==> src/rtl/dmem_arbiter_if.sv <==
// Bus bundle between the two data-memory requesters, the arbiter and the data RAM.
// The slave view belongs to the arbiter; the master view to the requesters and RAM.
interface dmem_arbiter_if #(
  parameter int ADDR_W = 32,
  parameter int DATA_W = 32
);
  logic              req0;
  logic              req1;
  logic              rw0;
  logic              rw1;
  logic [ADDR_W-1:0] addr0;
  logic [ADDR_W-1:0] addr1;
  logic [DATA_W-1:0] wdata0;
  logic [DATA_W-1:0] wdata1;
  logic              ack0;
  logic              ack1;
  logic [DATA_W-1:0] rdata;
  logic              err;
  logic              busy;
  logic              mem_en;
  logic              mem_rw;
  logic [ADDR_W-1:0] mem_addr;
  logic [DATA_W-1:0] mem_wdata;
  logic [DATA_W-1:0] mem_rdata;

  modport slave (
    input  req0, req1, rw0, rw1, addr0, addr1, wdata0, wdata1, mem_rdata,
    output ack0, ack1, rdata, err, busy, mem_en, mem_rw, mem_addr, mem_wdata
  );

  modport master (
    output req0, req1, rw0, rw1, addr0, addr1, wdata0, wdata1, mem_rdata,
    input  ack0, ack1, rdata, err, busy, mem_en, mem_rw, mem_addr, mem_wdata
  );
endinterface

==> src/rtl/dmem_arbiter.sv <==
// Round-robin arbiter sharing the single-port data RAM between the CPU data port (0)
// and the debug/loader port (1); inserts read wait states and rejects out-of-range accesses.
module dmem_arbiter #(
  parameter int ADDR_W      = 32,
  parameter int DATA_W      = 32,
  parameter int DEPTH_BYTES = 1024,
  parameter int MEM_LAT     = 1
) (
  input logic           clk,
  input logic           rst_n,
  dmem_arbiter_if.slave bus
);
  typedef enum logic [1:0] {IDLE, ISSUE, WAIT, RESP} state_t;

  localparam int              CNT_W     = 3;
  localparam logic [ADDR_W:0] DEPTH_LIM = (ADDR_W+1)'(DEPTH_BYTES);
  localparam logic [CNT_W-1:0] CNT_INIT = CNT_W'(MEM_LAT - 1);

  state_t              state;
  state_t              state_nxt;
  logic                owner;
  logic                last;
  logic                rw_q;
  logic                err_q;
  logic [ADDR_W-1:0]   addr_q;
  logic [DATA_W-1:0]   wdata_q;
  logic [DATA_W-1:0]   rdata_q;
  logic [CNT_W-1:0]    cnt;
  logic                grant;
  logic                grant_id;
  logic                in_range;

  // Extra top bit keeps the compare exact even when DEPTH_BYTES exceeds the address space.
  assign in_range = {1'b0, addr_q} < DEPTH_LIM;

  always_comb begin
    state_nxt   = state;
    grant       = 1'b0;
    grant_id    = 1'b0;
    bus.mem_en  = 1'b0;
    bus.ack0    = 1'b0;
    bus.ack1    = 1'b0;
    case (state)
      IDLE: begin
        if (bus.req0 || bus.req1) begin
          grant     = 1'b1;
          // On a tie the requester that was not served last wins.
          grant_id  = bus.req1 && (!bus.req0 || !last);
          state_nxt = ISSUE;
        end
      end
      ISSUE: begin
        bus.mem_en = in_range;
        state_nxt  = (in_range && !rw_q) ? WAIT : RESP;
      end
      WAIT: begin
        if (cnt == '0) state_nxt = RESP;
      end
      RESP: begin
        bus.ack0  = !owner;
        bus.ack1  = owner;
        state_nxt = IDLE;
      end
      default: state_nxt = IDLE;
    endcase
  end

  always_ff @(posedge clk or negedge rst_n) begin
    if (!rst_n) state <= IDLE;
    else        state <= state_nxt;
  end

  // Outputs must read as zero right after reset, so the latched fields are reset too.
  always_ff @(posedge clk or negedge rst_n) begin
    if (!rst_n) begin
      owner   <= 1'b0;
      last    <= 1'b1;
      rw_q    <= 1'b0;
      addr_q  <= '0;
      wdata_q <= '0;
      err_q   <= 1'b0;
      cnt     <= '0;
      rdata_q <= '0;
    end else begin
      case (state)
        IDLE: begin
          if (grant) begin
            owner   <= grant_id;
            last    <= grant_id;
            rw_q    <= grant_id ? bus.rw1    : bus.rw0;
            addr_q  <= grant_id ? bus.addr1  : bus.addr0;
            wdata_q <= grant_id ? bus.wdata1 : bus.wdata0;
            err_q   <= 1'b0;
          end
        end
        ISSUE: begin
          if (!in_range) begin
            err_q   <= 1'b1;
            rdata_q <= '0;
          end else if (!rw_q) begin
            cnt <= CNT_INIT;
          end
        end
        WAIT: begin
          if (cnt != '0) cnt     <= cnt - CNT_W'(1);
          else           rdata_q <= bus.mem_rdata;
        end
        default: ;
      endcase
    end
  end

  assign bus.rdata     = rdata_q;
  assign bus.err       = err_q && (state == RESP);
  assign bus.busy      = (state != IDLE);
  assign bus.mem_rw    = rw_q;
  assign bus.mem_addr  = addr_q;
  assign bus.mem_wdata = wdata_q;
endmodule
==> src/flat_wrapper.sv <==
// flat-port wrapper written by rule: the top's interface ports become plain ports
module dmem_arbiter_flat 
#(
  parameter int ADDR_W      = 32,
  parameter int DATA_W      = 32,
  parameter int DEPTH_BYTES = 1024,
  parameter int MEM_LAT     = 1
)
  (clk, rst_n, bus_req0, bus_req1, bus_rw0, bus_rw1, bus_addr0, bus_addr1, bus_wdata0, bus_wdata1, bus_mem_rdata, bus_ack0, bus_ack1, bus_rdata, bus_err, bus_busy, bus_mem_en, bus_mem_rw, bus_mem_addr, bus_mem_wdata);
  dmem_arbiter_if #(.ADDR_W(ADDR_W), .DATA_W(DATA_W)) bus_i ();
  input logic clk;
  input logic rst_n;
  input wire logic [$bits(bus_i.req0)-1:0] bus_req0;
  input wire logic [$bits(bus_i.req1)-1:0] bus_req1;
  input wire logic [$bits(bus_i.rw0)-1:0] bus_rw0;
  input wire logic [$bits(bus_i.rw1)-1:0] bus_rw1;
  input wire logic [$bits(bus_i.addr0)-1:0] bus_addr0;
  input wire logic [$bits(bus_i.addr1)-1:0] bus_addr1;
  input wire logic [$bits(bus_i.wdata0)-1:0] bus_wdata0;
  input wire logic [$bits(bus_i.wdata1)-1:0] bus_wdata1;
  input wire logic [$bits(bus_i.mem_rdata)-1:0] bus_mem_rdata;
  output wire logic [$bits(bus_i.ack0)-1:0] bus_ack0;
  output wire logic [$bits(bus_i.ack1)-1:0] bus_ack1;
  output wire logic [$bits(bus_i.rdata)-1:0] bus_rdata;
  output wire logic [$bits(bus_i.err)-1:0] bus_err;
  output wire logic [$bits(bus_i.busy)-1:0] bus_busy;
  output wire logic [$bits(bus_i.mem_en)-1:0] bus_mem_en;
  output wire logic [$bits(bus_i.mem_rw)-1:0] bus_mem_rw;
  output wire logic [$bits(bus_i.mem_addr)-1:0] bus_mem_addr;
  output wire logic [$bits(bus_i.mem_wdata)-1:0] bus_mem_wdata;
  assign bus_i.req0 = bus_req0;
  assign bus_i.req1 = bus_req1;
  assign bus_i.rw0 = bus_rw0;
  assign bus_i.rw1 = bus_rw1;
  assign bus_i.addr0 = bus_addr0;
  assign bus_i.addr1 = bus_addr1;
  assign bus_i.wdata0 = bus_wdata0;
  assign bus_i.wdata1 = bus_wdata1;
  assign bus_i.mem_rdata = bus_mem_rdata;
  assign bus_ack0 = bus_i.ack0;
  assign bus_ack1 = bus_i.ack1;
  assign bus_rdata = bus_i.rdata;
  assign bus_err = bus_i.err;
  assign bus_busy = bus_i.busy;
  assign bus_mem_en = bus_i.mem_en;
  assign bus_mem_rw = bus_i.mem_rw;
  assign bus_mem_addr = bus_i.mem_addr;
  assign bus_mem_wdata = bus_i.mem_wdata;
  dmem_arbiter #(.ADDR_W(ADDR_W), .DATA_W(DATA_W), .DEPTH_BYTES(DEPTH_BYTES), .MEM_LAT(MEM_LAT)) u_core (.clk(clk), .rst_n(rst_n), .bus(bus_i));
endmodule
==> config.mk <==
export PLATFORM = sky130hd
export DESIGN_NAME = dmem_arbiter_flat
export DESIGN_NICKNAME = d
export VERILOG_FILES = /design/src/rtl/dmem_arbiter_if.sv /design/src/rtl/dmem_arbiter.sv /design/src/flat_wrapper.sv
export SDC_FILE = /design/constraint.sdc
export NUM_CORES = 1
export LEC_CHECK = 0
export ABC_AREA = 1
export BUFFER_PORTS_ARGS = -buffer_cell sky130_fd_sc_hd__buf_2
export CORE_ASPECT_RATIO = 1.75
export CORE_UTILIZATION = 45
export DETAILED_ROUTE_END_ITERATION = 10
export PLACE_DENSITY = 0.8
export SKIP_LAST_GASP = 1
export SLEW_MARGIN = 0
export SYNTH_ARGS = -nofsm -noshare
export SYNTH_HDL_FRONTEND = slang
export SYNTH_SLANG_ARGS = --single-unit
==> constraint.sdc <==
create_clock -name clk -period 1.7 [get_ports clk]
set_input_delay 0.17 -clock clk [delete_from_list [all_inputs] [get_ports clk]]
set_output_delay 0.17 -clock clk [all_outputs]
set_load 0.03 [all_outputs]
# Word level (Yosys, flattened, before mapping)
# Index checks and enable logic that the tools add are counted.
# totals
ff_bits,105
out_inout_bits,102
romBits,0
word_cells,66
latch_bits,0
inputBits,166
ramBits,0
mem_count,0
# op_classes
eq_ne,11
n_lt_le_gt_ge,1
mul,0
reduce_logical,20
div_mod_pow,0
shifts,0
bitwise_logic,0
add_sub_neg,1
muxes,24
# ops
op,n
$mux W32,4
$pmux W32 S2,1
$lt A32 B11 Y1 const B,1
$mux W1,11
$ne A2 B1 Y1 const B,5
$mux W3,3
$pmux W2 S4,1
$ne A2 B2 Y1 const B,3
$pmux W3 S2,1
$reduce_and A3 Y1,2
$reduce_bool A2 Y1,3
$eq A2 B2 Y1 const B,2
$logic_not A1 Y1,4
$mux W2,2
$reduce_and A2 Y1,2
$reduce_and A4 Y1,1
$logic_and A1 B1 Y1,3
$logic_not A3 Y1,1
$reduce_bool A3 Y1,1
$sub A3 B1 Y3 const B,1
$eq A2 B1 Y1 const B,1
$logic_not A2 Y1,1
$logic_or A1 B1 Y1,2
$pmux W1 S2,1

# Depth between registers and ports, before layout
# logic_depth
ltp_word,6
mapped_depth,9

# Least setup slack after synthesis
# Ideal clock, no wire load.
# synth_path
path_type,register to register
start,register u_core.state[0]
end,"register u_core.addr_q[17], in the netlist u_core.bus.mem_addr[17]"
required_time_ns,1.618
stages_incl_launch_ff,9
period_less_slack_ns,1.619
path_slack_ns,0.081
setup_ns,0.082
arrival_ns,1.537
path_buffers,2
cell_sequence,dfrtp_1 > inv_1 > ha_1 > inv_1 > a21oi_2 > buf_4 > buf_4 > nor2_1 > a31oi_1
# synth_via
elab_chain_len,3
word_cells_on_any_way,5
classes_between,mux: 3; reduce/logical: 2
# synth_rtl
item,line,rtl
"start, declared",dmem_arbiter.sv:19,state_t state;
"start signal, assigned",dmem_arbiter.sv:70,else state <= state_nxt;
$logic_not A2 Y1 *,"dmem_arbiter.sv:43, dmem_arbiter.sv:85",
$mux W1,dmem_arbiter.sv:43,case (state)
$mux W32 or $reduce_and A2 Y1 (tied branches),--,
"end signal, assigned",dmem_arbiter.sv:91,addr_q <= grant_id ? bus.addr1 : bus.addr0;
"end, declared",dmem_arbiter.sv:25,logic [ADDR_W-1:0] addr_q;
# Mark *: on every way between the ends. The rest lies on a longest branch, timed or not.
# A chain may end at the register's enable or synchronous reset.

# Worst setup path after layout
# layout_path
start,"register u_core.addr_q[30], in the netlist u_core.bus.mem_addr[30]"
end,output port bus_mem_en
# layout_via
elab_chain_len,2
# layout_rtl
item,line,rtl
$lt A32 B11 Y1,dmem_arbiter.sv:34,"assign in_range = {1'b0, addr_q} < DEPTH_LIM;"
$mux W1,dmem_arbiter.sv:43,
"end, declared",flat_wrapper.sv:27,output wire logic [$bits(bus_i.mem_en)-1:0] bus_mem_en;
# No other way between the ends.

==> results_tabular.tex <==
\begin{tabular}{lr}
\hline
Metric & Value \\
\hline
\multicolumn{2}{l}{\textbf{Run status}} \\
Result of the run & finished clean \\
\multicolumn{2}{l}{\textbf{Final layout}} \\
Signed area change from the synthesized netlist to the final layout & 39.77\% \\
Final Non-Filler Cells & $\sim$1100 \\
Post-Layout Inst Area & 0.007076 mm\^{}2 \\
Fraction of layout cells with a size suffix above 1 & 35.06\% \\
Nets & approximately 1100 \\
Final Core Density & between 60 and 70\% \\
Count of filler cells inserted in the layout & approximately 1000 \\
\multicolumn{2}{l}{\textbf{Placement}} \\
Routability congestion estimate from global placement & roughly 0.86 \\
Port buffer count & about 270 \\
Standard cell area after detailed placement & between 0.006 and 0.007 mm\^{}2 \\
Sum of net half-perimeters after detailed placement & approximately 12 mm \\
Placed cells & 1034 \\
Post-Place Setup Slack & between 15 and 20 ps \\
\multicolumn{2}{l}{\textbf{Drt}} \\
Pre-antenna DRT Iters & 4 \\
DRC violations left & 0 \\
Post-Route WL & $\sim$16 mm \\
Via count of the routed design & about 5300 \\
Initial drt markers & roughly 210 \\
Final routed wire length divided by cell count & 14.65 um \\
Remaining number of nets flagged by the antenna check after routing & 0 \\
Via count normalized by instance count & between 4 and 5 \\
\multicolumn{2}{l}{\textbf{Worst setup path}} \\
CP startpoint kind & register \\
Critical path fanouts, max & 3 \\
Critical path data arrival time & 1480 ps \\
Cell family contributing the most delay on the critical path & simple AND/OR/NAND/NOR gates \\
Cell type of the slowest stage on the worst timing path & sky130\_fd\_sc\_hd\_\_dfrtp\_1 \\
Sort of element at the end of the critical path & output port \\
Critical path cell sequence & nor2\_2, nand2\_1, nor2\_4, nand4\_2, inv\_1, buf\_6 \\
Worst Path Buf+Inv & 2 \\
Crit path kind & register to output port \\
CP max stage delay & about 410 ps \\
Data required, critical path & between 1500 and 2000 ps \\
\multicolumn{2}{l}{\textbf{Synth}} \\
Mapped Avg Cell Area & a little under 8 um\^{}2 \\
Compound-Gate Fraction of Synth Area & a little under a tenth \\
Post-synthesis mux area share & 0\% \\
Yosys top cell by area & sky130\_fd\_sc\_hd\_\_dfrtp\_1 \\
Adder-cell share of the synthesized area & 1.483\% \\
Most used flip-flop cell after synthesis & sky130\_fd\_sc\_hd\_\_dfrtp\_1 \\
Commonest cells in the synthesized netlist & sky130\_fd\_sc\_hd\_\_nand2\_1 (251), sky130\_fd\_sc\_hd\_\_dfrtp\_1 (104), sky130\_fd\_sc\_hd\_\_nor2\_1 (83) \\
Count of synthesis-stage warnings from yosys & 0 \\
Total nets after synthesis & $\sim$830 \\
Area share of the largest cell type after synthesis & between 50 and 60\% \\
Sequential fraction of the synthesis area & approximately 52\% \\
Most common cell in the synthesized netlist & sky130\_fd\_sc\_hd\_\_nand2\_1 \\
Largest cells by area after synthesis & sky130\_fd\_sc\_hd\_\_dfrtp\_1 (51\%), sky130\_fd\_sc\_hd\_\_nand2\_1 (19\%), sky130\_fd\_sc\_hd\_\_a31oi\_1 (7.8\%) \\
Number of enable-type register cells in the synthesized netlist & 0 \\
Post-Synth Simple-Gate Area & 29.09\% \\
Post-synthesis cell count & 656 \\
Netlist area before placement & a little over 0.005 mm\^{}2 \\
Share of the synthesized netlist area taken by xor and xnor gates & less than 1\% \\
Count of cell types in the netlist & 21 \\
Dominant combinational cell family by area after synthesis & simple AND/OR/NAND/NOR gates \\
Fraction of registers with async set or reset after synthesis & 100.0\% \\
\#FFs+latches synth & between 100 and 150 \\
\multicolumn{2}{l}{\textbf{Floorplan}} \\
Die Span X & between 80 and 90 um \\
Starting Density & a little under half \\
Die extent in y & 142.3 um \\
Die outline area & 0.01169 mm\^{}2 \\
Core region area & about 0.011 mm\^{}2 \\
Num rows & 50 \\
IO Pins & between 200 and 300 \\
\multicolumn{2}{l}{\textbf{Clocking}} \\
CTS tree & done \\
H-tree depth reported by CTS & 3 \\
Clock Pin Slew Worst Setup and Hold Paths & $\sim$70 ps \\
Clock Latency Late Sink & roughly 350 ps \\
Clock root buffer & sky130\_fd\_sc\_hd\_\_clkbuf\_16 \\
Number of sinks on the clock net & roughly 110 \\
Clock Tree Buf Depth & 2 \\
Total clock buffers created by CTS & 9 \\
\multicolumn{2}{l}{\textbf{Power and ir drop}} \\
Total power divided by cell area & 2096 mW/mm\^{}2 \\
Switch share & between 40\% and 50\% \\
Cell-internal power & about 7.6 mW \\
Proportion of power drawn by the clock network & between 10 and 15\% \\
Sequential fraction of design power & between 20\% and 30\% \\
Power dissipated by switching net loads & between 7 and 8 mW \\
Combinational fraction of design power & between 50\% and 60\% \\
Worst ir drop on vdd & 0.001306 V \\
Static leakage & $\sim$4 nW \\
\multicolumn{2}{l}{\textbf{Job}} \\
Maxcap violations & 0 \\
\multicolumn{2}{l}{\textbf{STA}} \\
Fin crit share & 97.19\% \\
Hold WS & just over 60 ps \\
Setup repair after global routing missed its margin & yes \\
Number of endpoints failing setup at the final stage & 0 \\
Worst Setup Slack, final & 47.78 ps \\
Worst relative slew slack & between 60\% and 70\% \\
Post-route clock skew & 8.544 ps \\
Post-layout minimum cycle time & about 1700 ps \\
Final Max Slew Viols & 0 \\
Tightest Pin Transition & 492.1 ps \\
F\_max & 605.2 MHz \\
Endpoints failing hold & 0 \\
\multicolumn{2}{l}{\textbf{Global route}} \\
First-pass GRT wire length & between 20 and 25 mm \\
Initial antenna violation count & 6 \\
Pin count of the biggest net entering global routing & 50 \\
GRT Overall Usage & 26.64\% \\
Leftover overflow at the end of global routing & 0 \\
Number of global-route vias before repair & approximately 5000 \\
\multicolumn{2}{l}{\textbf{Hold path}} \\
Class of the tightest hold or removal check & input port to register \\
\hline
\end{tabular}
## flip-flops by register name, summed over array words and instances (netlist names)
signal / cells
u_core.bus.mem_rw: 1
u_core.state: 2
u_core.last: 1
u_core.bus.mem_addr: 32
u_core.bus.mem_wdata: 32
u_core.err_q: 1
u_core.owner: 1
u_core.bus.rdata: 32
u_core.cnt: 3
## layer usage
| layer | wire [um] | share of wire (%) | track usage [%] |
|---|---|---|---|
| met1 | 5872 | 38 | 29.26 |
| met4 | 331 | 2.1 | 9.141 |
| met3 | 1247 | 8.0 | 7.821 |
| met5 | 40 | 0.26 | 0 |
| met2 | 8055 | 52 | 47.32 |
## metrics by stage
step                setup TNS (ps)  total power, mW
global route                -632.7            15.88
global placement                 0            12.44
floorplan                        0            9.959
finish                           0            14.83
detailed placement               0            12.59
CTS                              0            14.76
## cells by family (layout without fill, tap and decap cells)
group	count (synthesis)	count (layout)
simple gates	376	376
other cells	0	4
buf+inv	93	364
flops	105	105
fa+ha+maj	6	6
compound gates	75	75
xor+xnor	1	1
## cell type report
cell class	count	area (um^2)	share of cell area (%)
Sequential cell	105	2629	37.15
Multi-Input combinational cell	458	2062	29.14
Timing Repair Buffer	296	1712	24.19
Clock buffer	11	242.7	3.431
Inverter	52	195.2	2.759
Tap cell	130	162.7	2.299
Clock inverter	5	62.56	0.8842
Antenna cell	4	10.01	0.1415
## worst reg2reg max path, cell delays in order, from the launching register on
cell and delay (ps):
sky130_fd_sc_hd__dfrtp_1 400, sky130_fd_sc_hd__inv_1 100, sky130_fd_sc_hd__ha_2 230, sky130_fd_sc_hd__inv_1 100
sky130_fd_sc_hd__a21oi_4 180, sky130_fd_sc_hd__buf_12 160, sky130_fd_sc_hd__buf_4 170, sky130_fd_sc_hd__nor2_1 60
sky130_fd_sc_hd__a31oi_1 160
## power by group through the flow
stage,combinational [mW],sequential [mW],clock [mW]
floorplan,3.34,6.62,0
global placement,8.02,4.42,0
detailed placement,8.15,4.45,0
CTS,8.16,4.42,2.18
global route,9.00,4.59,2.28
finish,8.28,4.42,2.13
## worst paths after layout
kind | from | endpoint | slack (ps) | cells after the start
min in group asynchronous | rst_n | u_core.bus.rdata[19] | 330 | 2
worst max-delay path | u_core.bus.mem_addr[30] | bus_mem_en | 50 | 6
worst min-delay path | bus_wdata1[21] | u_core.bus.mem_wdata[21] | 60 | 3
worst max register to register | u_core.state[0] | u_core.bus.mem_wdata[2] | 50 | 8
max in group asynchronous | rst_n | u_core.bus.mem_addr[10] | 720 | 3
worst min register to register | u_core.bus.rdata[14] | u_core.bus.rdata[14] | 470 | 2
## cells in the final DEF (no fill, tap or decap)
cell                            netlist  routed
sky130_fd_sc_hd__o22ai_1              2       2
sky130_fd_sc_hd__clkbuf_1            10       1
sky130_fd_sc_hd__nand3_1             40      39
sky130_fd_sc_hd__clkinv_4             0       1
sky130_fd_sc_hd__o21a_1               1       1
sky130_fd_sc_hd__nor2_4               0       1
sky130_fd_sc_hd__buf_2               22     265
sky130_fd_sc_hd__nand2_2              1       1
sky130_fd_sc_hd__buf_6                3       2
sky130_fd_sc_hd__nand4_2              1       1
sky130_fd_sc_hd__clkbuf_16            0      10
sky130_fd_sc_hd__clkbuf_8             0       1
sky130_fd_sc_hd__nor2_2               0       4
sky130_fd_sc_hd__buf_4                3      17
sky130_fd_sc_hd__bufinv_16            0       1
sky130_fd_sc_hd__inv_1               52      51
sky130_fd_sc_hd__a21oi_2              2       2
sky130_fd_sc_hd__inv_2                0       1
sky130_fd_sc_hd__o21ai_0              6       6
sky130_fd_sc_hd__nor2_1              83      78
sky130_fd_sc_hd__a21oi_4              0       1
sky130_fd_sc_hd__inv_6                0       1
sky130_fd_sc_hd__dfstp_2              1       1
sky130_fd_sc_hd__a31oi_1             63      63
sky130_fd_sc_hd__nand2_1            251     251
sky130_fd_sc_hd__dlygate4sd3_1        0       1
sky130_fd_sc_hd__xnor2_1              1       1
sky130_fd_sc_hd__ha_1                 6       4
sky130_fd_sc_hd__diode_2              0       4
sky130_fd_sc_hd__dfrtp_1            104     104
sky130_fd_sc_hd__clkinvlp_4           0       2
sky130_fd_sc_hd__nand3_2              0       1
sky130_fd_sc_hd__buf_12               0      10
sky130_fd_sc_hd__ha_2                 0       2
## timing repair
item / CTS / global route
gates cloned: 0 / 1
setup endpoints to repair: 1 / 62
hold endpoints to repair: 31 / 0
gates resized for setup: 3 / 9
setup buffers: 1 / 4
hold buffers: 1 / 0
pin swaps: 1 / 3
Note: power is estimated with default switching activity, not from simulation.
